===== config.mk =====
export PLATFORM = sky130hd
export DESIGN_NAME = sram_arbiter
export DESIGN_NICKNAME = d
export VERILOG_FILES = /design/src/rtl/elc3_mem_pkg.sv /design/src/rtl/arb_picker.sv /design/src/rtl/sram_arbiter.sv
export SDC_FILE = /design/constraint.sdc
export NUM_CORES = 1
export LEC_CHECK = 0
export ABC_AREA = 0
export CAP_MARGIN = 25
export CORE_UTILIZATION = 43
export DETAILED_ROUTE_END_ITERATION = 8
export PLACE_DENSITY_LB_ADDON = 0.3
export REMOVE_ABC_BUFFERS = 1
export SYNTH_ARGS = -nofsm -noshare
export SYNTH_HDL_FRONTEND = slang
export SYNTH_SLANG_ARGS = --single-unit

===== constraint.sdc =====
create_clock -name Clk -period 4.3 [get_ports Clk]
set_clock_uncertainty 0.15 [all_clocks]
set_input_delay 0.86 -clock Clk [delete_from_list [all_inputs] [get_ports Clk]]
set_output_delay 0.86 -clock Clk [all_outputs]
set_load 0.005 [all_outputs]

===== src/rtl/elc3_mem_pkg.sv =====
// elc3_mem_pkg -- shared definitions for the SRAM arbiter slice.
//   arb_state_t           : arbiter FSM state encoding
//   PORT_CPU / PORT_VID   : requester index used for grant and pointer
//   ACCESS_CYCLES_DEFAULT : default strobe width in clocks
//   CNT_W                 : access down-counter width (covers 1..15)
package elc3_mem_pkg;

  typedef enum logic [1:0] {
    IDLE   = 2'd0,
    SETUP  = 2'd1,
    ACCESS = 2'd2,
    DONE   = 2'd3
  } arb_state_t;

  localparam logic PORT_CPU = 1'b0;
  localparam logic PORT_VID = 1'b1;

  localparam int ACCESS_CYCLES_DEFAULT = 2;
  localparam int CNT_W                 = 4;

endpackage


===== src/rtl/arb_picker.sv =====
// arb_picker -- combinational two-way grant selection.
// Ports:
//   cpu_req, vid_req : request lines
//   last_grant       : port granted most recently; on a tie the other port wins
//   grant            : winning port index (PORT_CPU / PORT_VID)
//   grant_valid      : at least one request present
// Tying last_grant to PORT_VID gives fixed CPU priority.
module arb_picker
  import elc3_mem_pkg::*;
(
  input  logic cpu_req,
  input  logic vid_req,
  input  logic last_grant,
  output logic grant,
  output logic grant_valid
);

  always_comb begin
    grant_valid = cpu_req | vid_req;
    grant       = PORT_CPU;
    if (cpu_req && vid_req) begin
      grant = (last_grant == PORT_CPU) ? PORT_VID : PORT_CPU;
    end else if (vid_req) begin
      grant = PORT_VID;
    end
  end

endmodule


===== src/rtl/sram_arbiter.sv =====
// sram_arbiter -- two-port (CPU, video/DMA) arbiter for an asynchronous SRAM.
// One transaction at a time: IDLE -> SETUP -> ACCESS (ACCESS_CYCLES clocks) -> DONE.
// Ports:
//   Clk, Reset                  : clock, synchronous active-high reset
//   Cpu_* / Vid_*               : requester interfaces (Req held until Ack)
//   Busy                        : FSM not in IDLE
//   SRAM_*_N                    : active-low SRAM strobes
//   SRAM_ADDR, SRAM_DQ_Out/OE   : address, write data and its output enable
//   SRAM_DQ_In                  : read data from the SRAM pins
// Build option: define SRAM_ARB_RR_EN for round-robin on simultaneous requests;
// without it the CPU always wins and no pointer register exists.
//
// state  | meaning
// IDLE   | sample requests, latch winner's command
// SETUP  | CE/LB/UB low, address (and write data) set up
// ACCESS | OE or WE low for ACCESS_CYCLES clocks, read captured on last one
// DONE   | strobes released, Ack pulse to granted port
module sram_arbiter
  import elc3_mem_pkg::*;
#(
  parameter int ACCESS_CYCLES = ACCESS_CYCLES_DEFAULT
) (
  input  logic        Clk,
  input  logic        Reset,
  input  logic        Cpu_Req,
  input  logic        Cpu_R_W,
  input  logic [15:0] Cpu_Addr,
  input  logic [15:0] Cpu_WData,
  output logic        Cpu_Ack,
  output logic [15:0] Cpu_RData,
  input  logic        Vid_Req,
  input  logic        Vid_R_W,
  input  logic [15:0] Vid_Addr,
  input  logic [15:0] Vid_WData,
  output logic        Vid_Ack,
  output logic [15:0] Vid_RData,
  output logic        Busy,
  output logic        SRAM_CE_N,
  output logic        SRAM_OE_N,
  output logic        SRAM_WE_N,
  output logic        SRAM_LB_N,
  output logic        SRAM_UB_N,
  output logic [19:0] SRAM_ADDR,
  output logic [15:0] SRAM_DQ_Out,
  output logic        SRAM_DQ_OE,
  input  logic [15:0] SRAM_DQ_In
);

  localparam logic [CNT_W-1:0] CNT_LOAD = CNT_W'(ACCESS_CYCLES - 1);

  arb_state_t       state_q, state_d;
  logic [CNT_W-1:0] cnt_q, cnt_d;

  logic        grant_q;
  logic        rw_q;
  logic [15:0] addr_q;
  logic [15:0] wdata_q;
  logic [15:0] cpu_rdata_q;
  logic [15:0] vid_rdata_q;

  logic pick_grant;
  logic pick_valid;
  logic last_grant;
  logic latch_en;
  logic capture_en;
  logic ack_en;

`ifdef SRAM_ARB_RR_EN
  logic last_grant_q;

  // Reset to VID so the first tie goes to the CPU.
  always_ff @(posedge Clk) begin
    if (Reset) begin
      last_grant_q <= PORT_VID;
    end else if (latch_en) begin
      last_grant_q <= pick_grant;
    end
  end

  assign last_grant = last_grant_q;
`else
  assign last_grant = PORT_VID;
`endif

  arb_picker u_picker (
    .cpu_req     (Cpu_Req),
    .vid_req     (Vid_Req),
    .last_grant  (last_grant),
    .grant       (pick_grant),
    .grant_valid (pick_valid)
  );

  always_ff @(posedge Clk) begin
    if (Reset) begin
      state_q <= IDLE;
      cnt_q   <= '0;
    end else begin
      state_q <= state_d;
      cnt_q   <= cnt_d;
    end
  end

  always_comb begin
    state_d    = state_q;
    cnt_d      = cnt_q;
    latch_en   = 1'b0;
    capture_en = 1'b0;
    ack_en     = 1'b0;
    SRAM_CE_N  = 1'b1;
    SRAM_OE_N  = 1'b1;
    SRAM_WE_N  = 1'b1;
    SRAM_LB_N  = 1'b1;
    SRAM_UB_N  = 1'b1;
    SRAM_DQ_OE = 1'b0;
    unique case (state_q)
      IDLE: begin
        if (pick_valid) begin
          latch_en = 1'b1;
          state_d  = SETUP;
        end
      end
      SETUP: begin
        SRAM_CE_N  = 1'b0;
        SRAM_LB_N  = 1'b0;
        SRAM_UB_N  = 1'b0;
        SRAM_DQ_OE = rw_q;
        cnt_d      = CNT_LOAD;
        state_d    = ACCESS;
      end
      ACCESS: begin
        SRAM_CE_N  = 1'b0;
        SRAM_LB_N  = 1'b0;
        SRAM_UB_N  = 1'b0;
        SRAM_OE_N  = rw_q;
        SRAM_WE_N  = ~rw_q;
        SRAM_DQ_OE = rw_q;
        if (cnt_q == '0) begin
          capture_en = ~rw_q;
          state_d    = DONE;
        end else begin
          cnt_d = cnt_q - 1'b1;
        end
      end
      DONE: begin
        ack_en  = 1'b1;
        state_d = IDLE;
      end
      default: state_d = IDLE;
    endcase
  end

  // Command is latched once in IDLE; requester inputs are ignored afterwards.
  always_ff @(posedge Clk) begin
    if (Reset) begin
      grant_q     <= PORT_CPU;
      rw_q        <= 1'b0;
      addr_q      <= '0;
      wdata_q     <= '0;
      cpu_rdata_q <= '0;
      vid_rdata_q <= '0;
    end else begin
      if (latch_en) begin
        grant_q <= pick_grant;
        if (pick_grant == PORT_VID) begin
          rw_q    <= Vid_R_W;
          addr_q  <= Vid_Addr;
          wdata_q <= Vid_WData;
        end else begin
          rw_q    <= Cpu_R_W;
          addr_q  <= Cpu_Addr;
          wdata_q <= Cpu_WData;
        end
      end
      if (capture_en) begin
        if (grant_q == PORT_VID) begin
          vid_rdata_q <= SRAM_DQ_In;
        end else begin
          cpu_rdata_q <= SRAM_DQ_In;
        end
      end
    end
  end

  assign Cpu_Ack     = ack_en & (grant_q == PORT_CPU);
  assign Vid_Ack     = ack_en & (grant_q == PORT_VID);
  assign Cpu_RData   = cpu_rdata_q;
  assign Vid_RData   = vid_rdata_q;
  assign Busy        = (state_q != IDLE);
  assign SRAM_ADDR   = {4'b0000, addr_q};
  assign SRAM_DQ_Out = wdata_q;

endmodule


==> flow_summary.toml <==
[yosys]
synthAdderAreaFrac_pct = 2.711
avgSynthCellArea_um2 = 9.672
netlist_top_cells_count = "dfxtp_1 (72), mux2i_1 (65), nand2_1 (40), a211oi_1 (37), nor2_1 (34)"
synth-xor-area-share_pct = 0
yosysWarnings = 0
yosysMostFrequentCell = "dfxtp_1"
synth_cell_type_count = 37
muxShareOfSynthArea_pct = 20.14
synth_compound_area_share_pct = 11.12
synth_top_family_by_area = "multiplexers"
synth_edf_count = 0
synthCells = 334
synth_seq_cells = 72
synthTopCellsByArea = "dfxtp_1 (45%), mux2i_1 (20%), a211oi_1 (8.6%)"
synth_top_cell_by_area = "dfxtp_1"
synthArstFlopShare_pct = 0
synth_top_area_share_pct = 44.62
synthSimpleGateAreaFrac_pct = 14.68
yosysSeqAreaShare_pct = 44.62
syn_area_um2 = 3231
synthFlopType = "dfxtp_1"

[finish]
drive_above_1_share_pct = 5.394
nets = 570
fin_cells = 581
postLayoutCoreUtil_pct = 69.40
diodes = 0
syn2layout_area_growth_pct = 55.81
design_area_um2 = 5034

[place]
portBuffers = 158
dp_hpwl_mm = 5.849
gp_congestion = 0.7528
placedCellCount = 564
pre_cts_slack_ps = 1293
post_dp_cell_area_um2 = 4787

[timing]
setup_ws_ps = 1411
worstMarginPinSlew_ps = 971.6
rsz0062_at_grt = "no"
setup_viol_count_final = 0
fmax_mhz = 346.2
whs_ps = 311.9
setup_tns_ps = 0
fin_crit_ps = 2889
period_share_pct = 67.17
maxSlewViolCount = 0
max_slew_margin_pct = 34.87
finalHoldViolCount = 0

[route]
vias = 2843
viasPerCell = 4.893
antenna_left = 0
dr.pass1.iters = 4
drtIter0Drc = 61
drc = 0
wl_mm = 7.958
wl_per_cell_um = 13.70

[clocking]
htreeDepth = 3
hold_buffers = 0
cts_buffers = 9
tritoncts = "done"
cts_sinks = 72
cts_buffer_depth = 2
cts_setup_buffers = 0
clk_latency_ps = 340
clock-root-buffer = "clkbuf_8"
ctsResizeCount = 0
clk_pin_slew_worst_paths_ps = 80

[floorplan]
initial_utilization_pct = 44.54
placementRows = 31
die_y_um = 88.68
dieArea_um2 = 7863
core_um2 = 7253
dieWidth_um = 88.68
ios = 163

[pwr]
swShare_pct = 31.54
p_leak_nw = 1.971
p_sw_uw = 795.5
power_frac_seq_pct = 37.0
p_per_area_nw_per_um2 = 501.0
combPwrFrac_pct = 39.2
peakVddDrop_uv = 230.1
p_int_mw = 1.726
total_power_mw = 2.522
p_clk_share_pct = 23.9

[global_route]
grt_remaining_overflow = 0
grt_pass1_vias = 2611
grt_start_max_net_pins = 67
antenna_found_initial = 0
grt_pass1_wl_mm = 12.41
grtUsageTotal_pct = 20.75

[worst_setup_path]
worstSetupEndpointType = "output port"
crit_type = "flip-flop to output port"
crit_arrival_ps = 1880
path_max_fanout = 15
cp-start-kind = "flip-flop"
cp.required_ps = 3290

[min_path]
hold_path.class = "flip-flop to flip-flop"

[status]
status = "finished, final reports clean"

[job]
drv_cap = 0
flip-flops by register name (all words and copies together), names as in the netlist:
register and cells:
Cpu_RData 16, SRAM_DQ_Out 16, Vid_RData 16, addr_q 16
cnt_q 4, state_q 2, grant_q 1, rw_q 1
cell families after synthesis:
kind of cell             Yosys count
AND/OR/NAND/NOR                  102
flip-flops                        72
multiplexers                      65
AO/OA/AOI/OAI                     47
buffers and inverters             40
adder cells (fa/ha/maj)            7
other                              1
cells in the final DEF (no fill, tap or decap), types with 3 or more instances in the layout:
master           instances
mux2i_1                 65
nor2_1                  34
a21oi_1                  3
nand2_1                 40
ha_1                     7
a211oi_1                37
clkbuf_8                 9
conb_1                   4
dfxtp_1                 72
inv_1                    7
nand2b_1                10
clkdlybuf4s50_1        157
power groups by stage:
stage	Sequential [mW]	Clock, mW	Combinational (mW)
CTS	0.933	0.615	0.983
detailed placement	0.945	0	0.979
finish	0.932	0.602	0.988
floorplan	0.946	0	0.429
global route	0.953	0.645	1.10
global placement	0.938	0	0.950
per-layer routing:
| layer | vias to the layer above | track usage [%] | routed length (µm) |
|---|---|---|---|
| li1 | 1438 | - | - |
| met3 | 8 | 8.769 | 886 |
| met2 | 119 | 33.92 | 3721 |
| met5 | - | 0 | 0 |
| met1 | 1278 | 23.79 | 3235 |
| met4 | 0 | 8.944 | 115 |
worst max-delay path, cell delays in order, from the launching register on:
cell and delay, ps:
dfxtp_1 340, inv_1 140, ha_1 480, nand2_1 100
clkdlybuf4s50_1 480
cell type report:
cell class / instances / area, µm²
tap: 99 / 123.9
clock inverter: 7 / 102.6
timing repair buffer: 161 / 1612
multi-input combinational: 225 / 1600
fill: 568 / 2220
clock buffer: 9 / 123.9
sequential: 72 / 1441
inverter: 8 / 30.03
path summary, 6_finish.rpt:
check	startpoint	end	slack [ps]	cells past startpoint
worst max-delay path	state_q[0]	SRAM_OE_N	1410	4
worst min-delay path	Vid_RData[14]	Vid_RData[14]	310	2
worst max register to register	state_q[0]	Cpu_RData[5]	1860	5
worst min register to register	Vid_RData[14]	Vid_RData[14]	310	2
Note: power is estimated with default switching activity, not from simulation.
